==> src/rtl/cpu_loader_pkg.sv <==
// Shared definitions for the cpu_loader slice: code image size, loader
// state encodings and frame length limit.
package cpu_loader_pkg;

  localparam int cpu_code_sz = 256;
  localparam int cpu_loader_byte_sz = 8;
  localparam int cpu_loader_max_len = cpu_code_sz / cpu_loader_byte_sz;
  localparam int cpu_loader_cnt_sz = $clog2(cpu_loader_max_len) + 1;

  localparam int cpu_loader_state_sz = 3;
  localparam logic [cpu_loader_state_sz-1:0] cpu_loader_state_idle  = 3'd0;
  localparam logic [cpu_loader_state_sz-1:0] cpu_loader_state_data  = 3'd1;
  localparam logic [cpu_loader_state_sz-1:0] cpu_loader_state_check = 3'd2;
  localparam logic [cpu_loader_state_sz-1:0] cpu_loader_state_run   = 3'd3;
  localparam logic [cpu_loader_state_sz-1:0] cpu_loader_state_err   = 3'd4;

  typedef enum logic [cpu_loader_state_sz-1:0] {
    ST_IDLE  = cpu_loader_state_idle,
    ST_DATA  = cpu_loader_state_data,
    ST_CHECK = cpu_loader_state_check,
    ST_RUN   = cpu_loader_state_run,
    ST_ERR   = cpu_loader_state_err
  } cpu_loader_state_e;

  // A LEN byte is usable when it names 1..max_len payload bytes.
  function automatic logic len_valid(input logic [cpu_loader_byte_sz-1:0] len);
    return (len != '0) && (len <= cpu_loader_byte_sz'(cpu_loader_max_len));
  endfunction

endpackage

==> src/rtl/cpu_loader_xor.sv <==
// Running XOR accumulator over payload bytes, with synchronous clear and
// enable. Only built when CPU_LOADER_CHECKSUM_EN is defined.
module cpu_loader_xor
  import cpu_loader_pkg::*;
(
  input  logic                          clk,
  input  logic                          reset,
  input  logic                          clr,
  input  logic                          en,
  input  logic [cpu_loader_byte_sz-1:0] din,
  output logic [cpu_loader_byte_sz-1:0] acc
);

  // Clear wins over accumulate so a new frame always starts from zero.
  always_ff @(posedge clk or negedge reset) begin
    if (!reset)   acc <= '0;
    else if (clr) acc <= '0;
    else if (en)  acc <= acc ^ din;
  end

endmodule

==> src/rtl/cpu_loader.sv <==
// Framed byte-stream program loader for cpu_cpu.
// Frame: LEN, LEN payload bytes, and a trailing XOR CHK byte when
// CPU_LOADER_CHECKSUM_EN is defined (default build: no checksum).
// Handshake: a byte transfers on a posedge with in_valid && in_ready;
// in_ready is high whenever reset is released, so the stream never stalls.
module cpu_loader
  import cpu_loader_pkg::*;
(
  input  logic                           clk,
  input  logic                           reset,
  input  logic                           in_valid,
  input  logic [cpu_loader_byte_sz-1:0]  in_data,
  output logic                           in_ready,
  output logic [cpu_code_sz-1:0]         code,
  output logic                           cpu_reset,
  output logic                           loaded,
  output logic                           error,
  output logic [cpu_loader_state_sz-1:0] state
);

  cpu_loader_state_e            state_q, state_d;
  logic [cpu_loader_cnt_sz-1:0] cnt_q;
  logic [cpu_loader_cnt_sz-1:0] len_q;
  logic                         accept;
  logic                         start;
  logic                         wr;
  logic                         go_err;
  logic                         last;

  assign in_ready = reset;
  assign accept   = in_valid && in_ready;
  assign last     = (cnt_q == len_q - cpu_loader_cnt_sz'(1));
  assign state    = state_q;

`ifdef CPU_LOADER_CHECKSUM_EN
  logic [cpu_loader_byte_sz-1:0] acc;

  cpu_loader_xor u_xor (
    .clk   (clk),
    .reset (reset),
    .clr   (start),
    .en    (wr),
    .din   (in_data),
    .acc   (acc)
  );
`endif

  // State register.
  always_ff @(posedge clk or negedge reset) begin
    if (!reset) state_q <= ST_IDLE;
    else        state_q <= state_d;
  end

  // Next state and per-byte datapath controls.
  always_comb begin
    state_d = state_q;
    start   = 1'b0;
    wr      = 1'b0;
    go_err  = 1'b0;
    if (accept) begin
      case (state_q)
        ST_IDLE, ST_RUN, ST_ERR: begin
          if (len_valid(in_data)) begin
            state_d = ST_DATA;
            start   = 1'b1;
          end else begin
            state_d = ST_ERR;
            go_err  = 1'b1;
          end
        end
        ST_DATA: begin
          wr = 1'b1;
          if (last) begin
`ifdef CPU_LOADER_CHECKSUM_EN
            state_d = ST_CHECK;
`else
            state_d = ST_RUN;
`endif
          end
        end
`ifdef CPU_LOADER_CHECKSUM_EN
        ST_CHECK: begin
          if (in_data == acc) begin
            state_d = ST_RUN;
          end else begin
            state_d = ST_ERR;
            go_err  = 1'b1;
          end
        end
`endif
        default: begin
          state_d = ST_IDLE;
        end
      endcase
    end
  end

  // Image, counter and registered status outputs.
  always_ff @(posedge clk or negedge reset) begin
    if (!reset) begin
      code      <= '0;
      cnt_q     <= '0;
      len_q     <= '0;
      cpu_reset <= 1'b1;
      loaded    <= 1'b0;
      error     <= 1'b0;
    end else begin
      if (start) begin
        code  <= '0;
        cnt_q <= '0;
        len_q <= in_data[cpu_loader_cnt_sz-1:0];
        error <= 1'b0;
      end else if (wr) begin
        code[{cnt_q[cpu_loader_cnt_sz-2:0], 3'b000} +: cpu_loader_byte_sz] <= in_data;
        cnt_q <= cnt_q + cpu_loader_cnt_sz'(1);
      end
      if (go_err) error <= 1'b1;
      cpu_reset <= (state_d != ST_RUN);
      loaded    <= (state_d == ST_RUN);
    end
  end

endmodule

==> config.mk <==
export PLATFORM = sky130hd
export DESIGN_NAME = cpu_loader
export DESIGN_NICKNAME = d
export VERILOG_FILES = /design/src/rtl/cpu_loader_pkg.sv /design/src/rtl/cpu_loader_xor.sv /design/src/rtl/cpu_loader.sv
export SDC_FILE = /design/constraint.sdc
export NUM_CORES = 1
export LEC_CHECK = 0
export BUFFER_PORTS_ARGS = -buffer_cell sky130_fd_sc_hd__buf_4
export CAP_MARGIN = 40
export CORE_AREA = 2 2 173 175
export DETAILED_ROUTE_END_ITERATION = 8
export DIE_AREA = 0 0 175 177
export PLACE_DENSITY = 0.72
export SKIP_LAST_GASP = 1
export SYNTH_ARGS = -nofsm -noshare
export SYNTH_HDL_FRONTEND = slang
export SYNTH_SLANG_ARGS = --single-unit
==> constraint.sdc <==
create_clock -name clk -period 4 [get_ports clk]
set_clock_uncertainty 0.1 [all_clocks]
set_input_delay 0 -clock clk [delete_from_list [all_inputs] [get_ports clk]]
set_output_delay 0 -clock clk [all_outputs]
set_load 0.05 [all_outputs]
# Word level (Yosys, flattened, before mapping)
# Index checks and enable logic that the tools add are counted.
dict set report word_totals {
  register_bits 274
  elab_cells 45
}
dict set report classes {
  addsub 3
  magnitude_cmp 1
  n_eq_ne 6
  shifts 2
  mux 19
  reduce_logical 7
}
# op n
set ops {}
lappend ops {{$mux W256} 2}
lappend ops {{$bwmux W256} 1}
lappend ops {{$shift A8 B10 Y256 const A} 1}
lappend ops {{$shiftx A8 B10 Y256} 1}
lappend ops {{$mux W6} 2}
lappend ops {{$mux W1} 10}
lappend ops {{$neg A8 Y10} 1}
lappend ops {{$mux W3} 3}
lappend ops {{$le A8 B6 Y1 const B} 1}
lappend ops {{$reduce_bool A8 Y1} 1}
lappend ops {{$add A6 B1 Y6 const B} 1}
lappend ops {{$eq A3 B2 Y1 const B} 2}
lappend ops {{$eq A6 B6 Y1} 1}
lappend ops {{$pmux W3 S2} 1}
lappend ops {{$sub A6 B1 Y6 const B} 1}
lappend ops {{$reduce_bool A2 Y1} 2}
lappend ops {{$eq A3 B1 Y1 const B} 1}
lappend ops {{$eq A3 B3 Y1 const B} 1}
lappend ops {{$logic_not A3 Y1} 1}
lappend ops {{$ne A3 B2 Y1 const B} 1}
lappend ops {{$reduce_or A3 Y1} 1}
lappend ops {{$logic_and A1 B1 Y1} 2}

# Depth between registers and ports, before layout
dict set report logic_depth {
  word_depth 7
  depth_mapped 11
  mapped_depth_nobuf 7
}

# Worst setup path after synthesis
# OpenSTA, ideal clock, no wires.
dict set report synth_timing {
  path_kind {reg-to-reg}
  startpoint {register cnt_q[0]}
  endpoint {register code[192]}
  setup_time_ns 0.120
  arrival_ns 2.736
  t_required_ns 3.780
  path_slack_ns 1.044
  path_stages_with_launch 10
  n_path_buf 2
  synth_period_minus_slack_ns 2.956
  path_cell_list {dfrtp_1 > clkbuf_1 > inv_1 > ha_1 > clkbuf_1 > nor2_1 > nand3_1 > a211oi_2 > mux2i_1 > nor2_1}
}
dict set report synth_via {
  elab_chain_cells 5
  elab_cells_between_ends 6
  classes_between {1 x add/sub; 2 x shift; 3 x mux}
}
# element line
set synth_lines {}
lappend synth_lines {{from (decl)} cpu_loader.sv:22} ;# logic [cpu_loader_cnt_sz-1:0] cnt_q;
lappend synth_lines {{from (signal assigned)} cpu_loader.sv:115} ;# cnt_q <= cnt_q + cpu_loader_cnt_sz'(1);
lappend synth_lines {{$neg A8 Y10 *} cpu_loader.sv:114} ;# code[{cnt_q[cpu_loader_cnt_sz-2:0], 3'b000} +: cpu_loader_byte_sz] <= in_data;
lappend synth_lines {{$shiftx A8 B10 Y256 or $shift A8 B10 Y256 (tied branches)} cpu_loader.sv:114}
lappend synth_lines {{$bwmux W256 *} cpu_loader.sv:114}
lappend synth_lines {{$mux W256 *} cpu_loader.sv:113} ;# end else if (wr) begin
lappend synth_lines {{$mux W256 *} cpu_loader.sv:108} ;# if (start) begin
lappend synth_lines {{to (signal, indexed assignment)} cpu_loader.sv:114}
lappend synth_lines {{to (decl)} cpu_loader.sv:14} ;# output logic [cpu_code_sz-1:0] code,
# Mark *: on every way between the ends. The rest lies on a longest branch, timed or not. The select of a mux whose other input is x is not followed.
# A chain may end at the register's enable or synchronous reset.

# Final worst setup path
dict set report layout_timing {
  startpoint {register cnt_q[1]}
  endpoint {register code[91]}
}
# The elaborated chain is that of the path after synthesis.

==> metrics <==
outcome finished, final reports clean; H-Tree Level Count 1; hold slack 0.323 ns; largest net degree at the start of global routing 163; WL/cell 22.4 um; worst min path class input pin to register; P_sw 0.00242 W; largest area contributor in the netlist dfrtp_1; final core occ 52.8%; Sequential Power Share 39.7%; minimum clock period 3.40 ns; Synth Area in Simple Gates 13.2%; top cells by area, synth dfrtp_1, a32o_1, a22o_1; synthesized area per cell 12.0 um^2; cell count after synthesis 983; Max Cap Violations 0; Main synth FF type dfrtp_1; IO Count 274; Max Buffers Root-to-Sink 3; top-count cell post-synth dfrtp_1; layout cells sized above 1 34.3%; Die ar. 31000 um^2; CTS Root Cell clkbuf_16; logic gate share of total power 22.4%; number of global-route vias before repair 9379; routed vias 9519; Clock Latency Late Sink 0.56 ns; Pleak 7.58 nW; Synth warnings 0; post-CTS resize count 0; Int Pwr 0.00510 W; first-pass GRT wire length 57.2 mm; sequential area share after synthesis 58.4%; Final Non-Filler Cells 1673; largest family of logic cells by synthesized area compound AO/OA/AOI/OAI gates; worst rel slew slack 40.3%; setup TNS 0 ns; unrepaired setup endpoints after global routing false; Post-Synth Adder-Cell Area 0.639%; Yosys reg bits 274; Die X 175 um; Hold Vio Cnt, Final 0; Std-Cell Rows 63; Reg area 6860 um^2; PD cells 487 nW/um^2; Sw Ratio 32.2%; Setup-failing EPs final 0; mux share of post-synthesis cell area 3.54%; Final nets 1279; final-layout fill cell count 2500; VDD IR max 377 uV; Register-to-Register Setup Slack 0.60 ns; Post-synth ARST share 100%; clock share of power 37.9%; Worst Path Arrival 3.74 ns; Yosys top cell area share 58.1%; Syn Nets 1000; crit start category register; CTS tree built; GRT Util Overall 23.7%; Via density 5.69; Crit. End Element register; CTS clk-pin slew, worst paths 0.06 ns; initial antenna violation count 1; Slew @ Worst Pin 0.895 ns; synth unique cells 55; post-DP HPWL 24.6 mm; Setup CP Type register to register; Synth Area in XOR/XNOR 1.12%; Multi-input gate area 4490 um^2; Final GP Congestion 0.814; fin crit share 85.0%; CP required 4.34 ns; Compound-Gate Fraction of Synth Area 19.5%; count of clock tree sinks 274; Initial Util 40.2%; Routed Wire Length 37.5 mm; Placed Instances 1609; Die Height 177 um; Syn-to-layout area delta 31.4%; core area 29200 um^2; number of iterations in the first detailed-routing pass 5; top cells by count, synth dfrtp_1, a32o_1, nor2_1; synthesized area 11700 um^2; grt ovf 0; Buffers on Ports 273; Final Slew Violations 0; ANT nets after route 0; Fmax achieved 294 MHz; total CTS buffers 29; Post-synth EDFFs 0; drt initial violations 716; crit-path max FO 12; Post-route DRC 0
==> metal layers <==
layer,global-route usage (%),part of all wire (%),vias up,routed length (um)
met3,6.01,8.4,70,3160
met2,37.3,47,424,17500
li1,-,-,4194,-
met4,7.33,2.8,0,1040
met1,32.5,42,4831,15800
met5,0,0,-,0
==> stage by stage <==
step                power, W  setup slack (ns)  instance area, um^2
floorplan            0.00404              1.04                11700
global placement     0.00462             0.876                14200
detailed placement   0.00468             0.710                14300
CTS                  0.00755             0.650                15400
global route         0.00782             0.339                15400
finish               0.00751             0.598                15400
==> final timing paths <==
kind	end	cells past startpoint	startpoint
worst max-delay path	code[91]	8	cnt_q[1]
worst min-delay path	code[7]	4	in_data[7]
worst max register to register	code[91]	8	cnt_q[1]
worst min register to register	code[201]	1	code[201]
max in group asynchronous	code[17]	4	reset
min in group asynchronous	cpu_reset	3	reset
==> final cells by class <==
cell class              instances  share of cell area [%]
diodes                          1                  0.0162
clock buffers                  41                    5.51
inverters                       6                   0.146
well taps                     390                    3.16
repair buffers                322                    16.6
multi-input cells             629                    29.1
clock inverters                10                    1.09
flip-flops and latches        274                    44.4
==> flip-flops by register name, summed over array words and instances, names as in the netlist <==
signal / cells
error: 1
len_q: 6
loaded: 1
state: 3
code: 256
cnt_q: 6
cpu_reset: 1
==> worst max-delay path: stages, from the launching register on <==
cell and delay (ns):
dfrtp_1 0.57, inv_1 0.15, ha_1 0.37, xnor2_2 0.49
buf_4 0.28, nand4_1 0.29, nor2_1 0.69, nor2_4 0.11
a22o_1 0.22
==> placed cells by master, fill, tap and decap left out, types with 4 or more instances in the layout <==
master / instances
nand4_1: 13
a21oi_1: 16
nand3_1: 25
clkbuf_1: 4
dfrtp_1: 273
nor3b_1: 6
nand2_1: 73
clkbuf_8: 8
a32o_1: 83
and2_1: 4
xnor2_1: 8
nand2b_1: 7
inv_1: 5
buf_4: 302
o21ai_0: 30
xor2_1: 5
nor2_4: 17
clkbuf_16: 29
clkinv_2: 4
mux2i_1: 37
a22o_1: 66
nor2b_1: 8
nor3_1: 11
dlygate4sd3_1: 11
ha_1: 6
o2bb2ai_1: 7
and3_1: 19
nand3b_1: 4
a21o_1: 18
nor2_2: 12
or2_2: 4
nor2_1: 74
a21oi_2: 36
mux2_2: 4
bufinv_16: 4
==> power by group through the flow <==
stage          registers [W]  logic [W]  clock network [W]
3_3_place_gp         0.00302    0.00159                  0
3_5_place_dp         0.00303    0.00165                  0
4_1_cts              0.00298    0.00167            0.00290
2_1_floorplan        0.00322   0.000823                  0
5_1_grt              0.00299    0.00180            0.00302
6_report             0.00298    0.00168            0.00285
==> cells by family (layout without fill, tap and decap cells) <==
group,after synthesis,in the layout
buf+inv,80,379
flops,274,274
compound gates,274,274
xor+xnor,15,15
simple gates,293,293
mux,41,41
other cells,0,1
fa+ha+maj,6,6
==> repair_timing <==
| item | CTS | global route |
|---|---|---|
| setup buffers | 0 | 0 |
| endpoints found under the hold margin | 440 | 0 |
| hold buffers | 12 | 0 |
Power figures use the tool's default switching activity.
